[config.mk]
export PLATFORM = sky130hd
export DESIGN_NAME = ex_mem_reg
export DESIGN_NICKNAME = d
export VERILOG_FILES = /design/src/rtl/ex_mem_reg.sv
export SDC_FILE = /design/constraint.sdc
export NUM_CORES = 1
export LEC_CHECK = 0
export CAP_MARGIN = 15
export CORE_ASPECT_RATIO = 0.5
export CORE_MARGIN = 5
export CORE_UTILIZATION = 43
export CTS_BUF_LIST = sky130_fd_sc_hd__clkbuf_8
export CTS_CLUSTER_SIZE = 28
export DETAILED_ROUTE_END_ITERATION = 8
export PLACE_DENSITY = 0.8
export SLEW_MARGIN = 20
export SYNTH_ARGS = -nofsm -noshare
export SYNTH_HDL_FRONTEND = slang
export SYNTH_SLANG_ARGS = --single-unit
[constraint.sdc]
create_clock -name clk -period 1.9 [get_ports clk]
set_input_delay 0.38 -clock clk [delete_from_list [all_inputs] [get_ports clk]]
set_output_delay 0.38 -clock clk [all_outputs]
set_load 0.03 [all_outputs]
[src/rtl/ex_mem_reg.sv]
// EX/MEM pipeline register: captures EX results and control, resolves the conditional
// branch decision, and keeps saturating branch statistics.
module ex_mem_reg #(
  parameter int unsigned CNT_W = 16
) (
  input  logic             clk,
  input  logic             rst_n,
  input  logic             stall,
  input  logic             flush,
  input  logic             ex_valid,
  input  logic [31:0]      ex_alu_out,
  input  logic             ex_zero,
  input  logic [31:0]      ex_store_data,
  input  logic [4:0]       ex_rd,
  input  logic             ex_reg_write,
  input  logic             ex_mem_read,
  input  logic             ex_mem_write,
  input  logic             ex_mem_to_reg,
  input  logic             ex_branch,
  input  logic [1:0]       ex_branch_type,
  input  logic [31:0]      ex_branch_target,
  output logic             mem_valid,
  output logic [31:0]      mem_alu_out,
  output logic [31:0]      mem_store_data,
  output logic [4:0]       mem_rd,
  output logic             mem_reg_write,
  output logic             mem_mem_read,
  output logic             mem_mem_write,
  output logic             mem_mem_to_reg,
  output logic             mem_pc_src,
  output logic [31:0]      mem_branch_target,
  output logic [CNT_W-1:0] branch_cnt,
  output logic [CNT_W-1:0] taken_cnt
);

  logic taken;
  logic capture;
  logic count_branch;

  // blt/bge arrive as an ALU result of 1 when the condition holds, so non-zero means taken.
  always_comb begin
    taken = (ex_branch_type == 2'b00) ? ex_zero : ~ex_zero;
  end

  assign capture      = ~stall & ~flush;
  assign count_branch = capture & ex_valid & ex_branch;

  always_ff @(posedge clk or negedge rst_n) begin
    if (!rst_n) begin
      mem_valid         <= 1'b0;
      mem_alu_out       <= '0;
      mem_store_data    <= '0;
      mem_rd            <= '0;
      mem_reg_write     <= 1'b0;
      mem_mem_read      <= 1'b0;
      mem_mem_write     <= 1'b0;
      mem_mem_to_reg    <= 1'b0;
      mem_pc_src        <= 1'b0;
      mem_branch_target <= '0;
    end else if (flush) begin
      mem_valid         <= 1'b0;
      mem_alu_out       <= '0;
      mem_store_data    <= '0;
      mem_rd            <= '0;
      mem_reg_write     <= 1'b0;
      mem_mem_read      <= 1'b0;
      mem_mem_write     <= 1'b0;
      mem_mem_to_reg    <= 1'b0;
      mem_pc_src        <= 1'b0;
      mem_branch_target <= '0;
    end else if (!stall) begin
      // An invalid EX slot is a bubble: controls suppressed, data passes through as-is.
      mem_valid         <= ex_valid;
      mem_alu_out       <= ex_alu_out;
      mem_store_data    <= ex_store_data;
      mem_rd            <= ex_rd;
      mem_reg_write     <= ex_valid & ex_reg_write;
      mem_mem_read      <= ex_valid & ex_mem_read;
      mem_mem_write     <= ex_valid & ex_mem_write;
      mem_mem_to_reg    <= ex_valid & ex_mem_to_reg;
      mem_pc_src        <= ex_valid & ex_branch & taken;
      mem_branch_target <= ex_branch_target;
    end
  end

  always_ff @(posedge clk or negedge rst_n) begin
    if (!rst_n) begin
      branch_cnt <= '0;
      taken_cnt  <= '0;
    end else if (count_branch) begin
      if (branch_cnt != '1) begin
        branch_cnt <= branch_cnt + 1'b1;
      end
      if (taken && (taken_cnt != '1)) begin
        taken_cnt <= taken_cnt + 1'b1;
      end
    end
  end

endmodule

== Word level (Yosys, flattened, before mapping) ==
Index checks and enable logic that the tools add are counted.
Word-level totals
  register bits: 139
  output and inout bits: 139
  word-level logic and storage cells: 54
  bits of input ports: 114
Operators by class
  eq/ne operators: 3
  bitwise gates (word level): 12
  $add $sub $neg: 2
  multiplexer cells: 21
  reduce and logical (&&, ||, !) cells: 4
Operators by type and width (count)
  $mux 32: 6
  $add 16x1->16 const B: 2
  $ne 16x16->1 const B: 2
  $mux 1: 13
  $mux 5: 2
  $and 1x1->1: 9
  $reduce_and 2->1: 2
  $not 1->1: 3
  $logic_not 2->1: 1
  $ne 2x1->1 const B: 1
  $logic_and 1x1->1: 1

== Logic depth before layout (Yosys ltp) ==
  word-level depth: 5
  depth in mapped cells: 6
  depth with buffers taken out: 5

== Least setup slack after synthesis ==
OpenSTA, ideal clock, no wires.
  path kind: input -> register
  start point: in stall
  end point: reg branch_cnt[15]
  slack: 0.074 ns
  arrival time: 1.701 ns
  library setup time: 0.125 ns
  cell stages on the path: 5
  cells stage by stage: buf_2 -> and4bb_2 -> nand4_2 -> nor4_1 -> mux2_2
On the way
  word-level cells in the longest chain between the ends: 5
RTL lines
  from (decl): line 8  | input logic stall,
  $not 1->1: line 45  | assign capture = ~stall & ~flush;
  $and 1x1->1: line 45
  $and 1x1->1 (2 in series): line 46  | assign count_branch = capture & ex_valid & ex_branch;
  $reduce_and 2->1 (no source line)
  to (signal assigned): line 92  | branch_cnt <= branch_cnt + 1'b1;
  to (decl): line 32  | output logic [CNT_W-1:0] branch_cnt,
No other way between the ends.
A chain may end at the register's enable or synchronous reset.

== Final worst setup path ==
  start point: reg mem_store_data[8]
  end point: out mem_store_data[8]
RTL lines
  from (decl): line 24  | output logic [31:0] mem_store_data,
  from (signal assigned): line 75  | mem_store_data <= ex_store_data;
No word-level cell between the ends.

==> impl_metrics.yaml <==
clock_tree:
  cts_buffers: 17
  clock_latency_ns: 0.42
  clk_path_buf_depth: 2
  cts_root_buffer: "clkbuf_8"
  tritoncts: "yes"
  cts.sinks: 139
  clk_pin_slew_ns: 0.09
  h-tree-depth: 4
synth:
  syn_nets: 613
  synth-edff-count: 0
  ys.flop_type: "dfrtp_1"
  synth.most_common_cell: "dfrtp_1"
  syn_area_um2: 5880
  synth.area.top_cells: "dfrtp_1 (59%), mux2i_1 (17%), nor2_1 (7.1%)"
  yosysSeqAreaShare: 0.591
  synth.distinct_cells: 37
  synth.avg_cell_area_um2: 11.8
  ys_warn_count: 0
  syn_inst: 497
  synth_seq_cells: 139
  synth_top_area_share: 0.591
  synth_largest_area_cell: "dfrtp_1"
  synthArstFlopShare: 1.00
  synth_commonest_cells: "dfrtp_1 (139), nor2_1 (112), mux2i_1 (102)"
sta:
  finalSetupTns_ns: 0
  maxSlewViolCount: 0
  tightest_slew_ns: 0.504
  holdWs_ns: 0.402
  fin_crit_sh: 0.975
  setup_violations: 0
  period_needed_ns: 1.85
  finClkSkew_ns: 0.00837
  setup_slack_ns: 0.0482
  rsz0062_at_grt: "no"
  finalHoldViolations: 0
  slew_headroom: 0.664
  fmax_mhz: 540
floorplan:
  design.core.area_um2: 13500
  dieArea_um2: 16300
  die_h_um: 92.7
  num_rows: 30
  initial_core_util: 0.437
  io_pins: 253
  die_w_um: 175
critical_path:
  r2r_slack_ns: 0.18
  worst_setup_path_start_kind: "register"
  cp-endpoint: "mem_store_data[8]"
  crit_start: "mem_store_data[8]$_DFFE_PN0P_"
  cp_slowest_cell: "clkdlybuf4s50_1"
  ff2ff_path_depth: 4
  critPathMaxFanout: 2
  critPathKind: "reg -> out"
  critPathCaptureType: "primary output"
  cp.required_ns: 1.52
  crit_chain: "clkdlybuf4s50_1"
  slowest_delay_ns: 0.68
  r2r-start: "branch_cnt[0]$_DFFE_PN0P_"
  crit_cells: 1
  worstReg2RegEnd: "branch_cnt[14]$_DFFE_PN0P_"
  cp.arrival_ns: 1.47
  critPathTopFamily: "buffers and inverters"
  path_buf_inv: 1
global_routing:
  grt-ovfl-total: 0
  grt_max_degree: 54
  antenna_found_initial: 0
  grt_pass1_vias: 4843
  grt_pass1_wl_um: 26100
  track_usage: 0.203
routing:
  drt-total-wl_um: 16500
  ant_nets: 0
  vias: 4752
  first_pass_iters: 5
  drcViolationCount: 0
  avgRoutedWirePerCell_um: 17.4
  drt_iter0_drc: 294
  routed_via_density: 4.99
pwr:
  peakVddDrop_mv: 0.579
  p_per_area_nw_per_um2: 803
  p_leak_nw: 5.11
final_layout:
  top_regs: "mem_alu_out x32, mem_branch_target x32, mem_store_data x32"
  drive_gt1_frac: 0.0915
  num-nets-final: 880
  area_growth_pct: 56.3
  diodes: 0
place:
  dp_hpwl_um: 12200
  numPortBuffers: 252
  pre_cts_slack_ns: -0.360
  place_congestion: 0.823
worst_hold_path:
  hold_path.class: "in -> async"
run:
  cap_viol_max_count: 0
outcome:
  outcome: "finished clean"
cell families after synthesis:
logic type / count (synthesis) / share of synthesized area
AO/OA/AOI/OAI: 10 / 0.0117
flip-flops: 139 / 0.591
buffers and inverters: 30 / 0.0219
adder cells (fa/ha/maj): 2 / 0.00425
AND/OR/NAND/NOR: 183 / 0.149
XOR/XNOR: 25 / 0.0372
multiplexers: 108 / 0.185
worst min-delay path by stage:
stage	start	endpoint	slack (ns)	cells past startpoint
finish	rst_n	mem_alu_out[20]$_DFFE_PN0P_	0.40	2
global route	rst_n	mem_alu_out[20]$_DFFE_PN0P_	0.39	2
CTS	rst_n	mem_alu_out[18]$_DFFE_PN0P_	0.37	2
detailed placement	rst_n	mem_alu_out[18]$_DFFE_PN0P_	0.29	1
global placement	rst_n	mem_alu_out[18]$_DFFE_PN0P_	0.29	1
floorplan	rst_n	branch_cnt[0]$_DFFE_PN0P_	0.08	0
final cells by class:
type                            count  area [um^2]
Timing Repair Buffer              274         2790
Sequential cell                   139         3480
Clock buffer                       19          262
Clock inverter                     12          148
Multi-Input combinational cell    328         2280
Tap cell                          176          220
Fill cell                        1040         4280
Inverter                            4         15.0
through the flow:
stage	instances	area [um^2]	utilization	total power, mW
after floorplan	497	5880	-	4.17
after global placement	920	8700	0.646	5.00
after detailed placement	920	8700	0.646	5.03
after CTS	952	9070	0.673	7.48
after global routing	952	9190	0.682	7.72
final	952	9190	0.682	7.38
cells in the final DEF (no fill, tap or decap), types with 2 or more instances in the layout:
master,Yosys,routed
clkinv_2,0,5
xor2_1,21,21
a22oi_1,4,4
nor2_1,112,112
mux2i_1,102,102
clkdlybuf4s50_1,0,166
o21ai_0,3,3
mux2_2,6,6
buf_12,0,3
dlygate4sd2_1,0,36
nand2_1,16,16
clkbuf_8,0,19
xnor2_1,4,4
nor4_2,5,5
inv_1,4,4
clkinv_4,0,2
nor4_1,6,6
buf_4,0,19
nand4_1,7,7
nor4b_1,2,2
bufinv_16,0,3
dlymetal6s2s_1,0,47
nand3_1,8,8
nor3_1,12,12
nor2b_1,2,2
clkinvlp_4,0,2
ha_1,2,2
or3_1,2,2
dfrtp_1,139,139
repair_timing:
item / CTS / global route
gates cloned: 0 / 0
setup buffers: 0 / 0
hold buffers: 1 / 0
endpoints found under the hold margin: 29 / 0
setup endpoints to repair: 36 / 47
resized for setup: 36 / 47
power breakdown:
group / total (mW) / switching, mW / internal [mW]
combinational: 1.55 / 0.853 / 0.695
clock: 2.49 / 1.14 / 1.35
sequential: 3.34 / 0.180 / 3.16
per-layer routing:
metal | up-vias | GRT usage | routed length (um)
li1 | 2237 | - | -
met1 | 2363 | 0.241 | 6590
met2 | 121 | 0.369 | 8890
met3 | 31 | 0.0355 | 672
met4 | 0 | 0.0798 | 388
met5 | - | 0 | 0
Note: power is estimated with default switching activity, not from simulation.
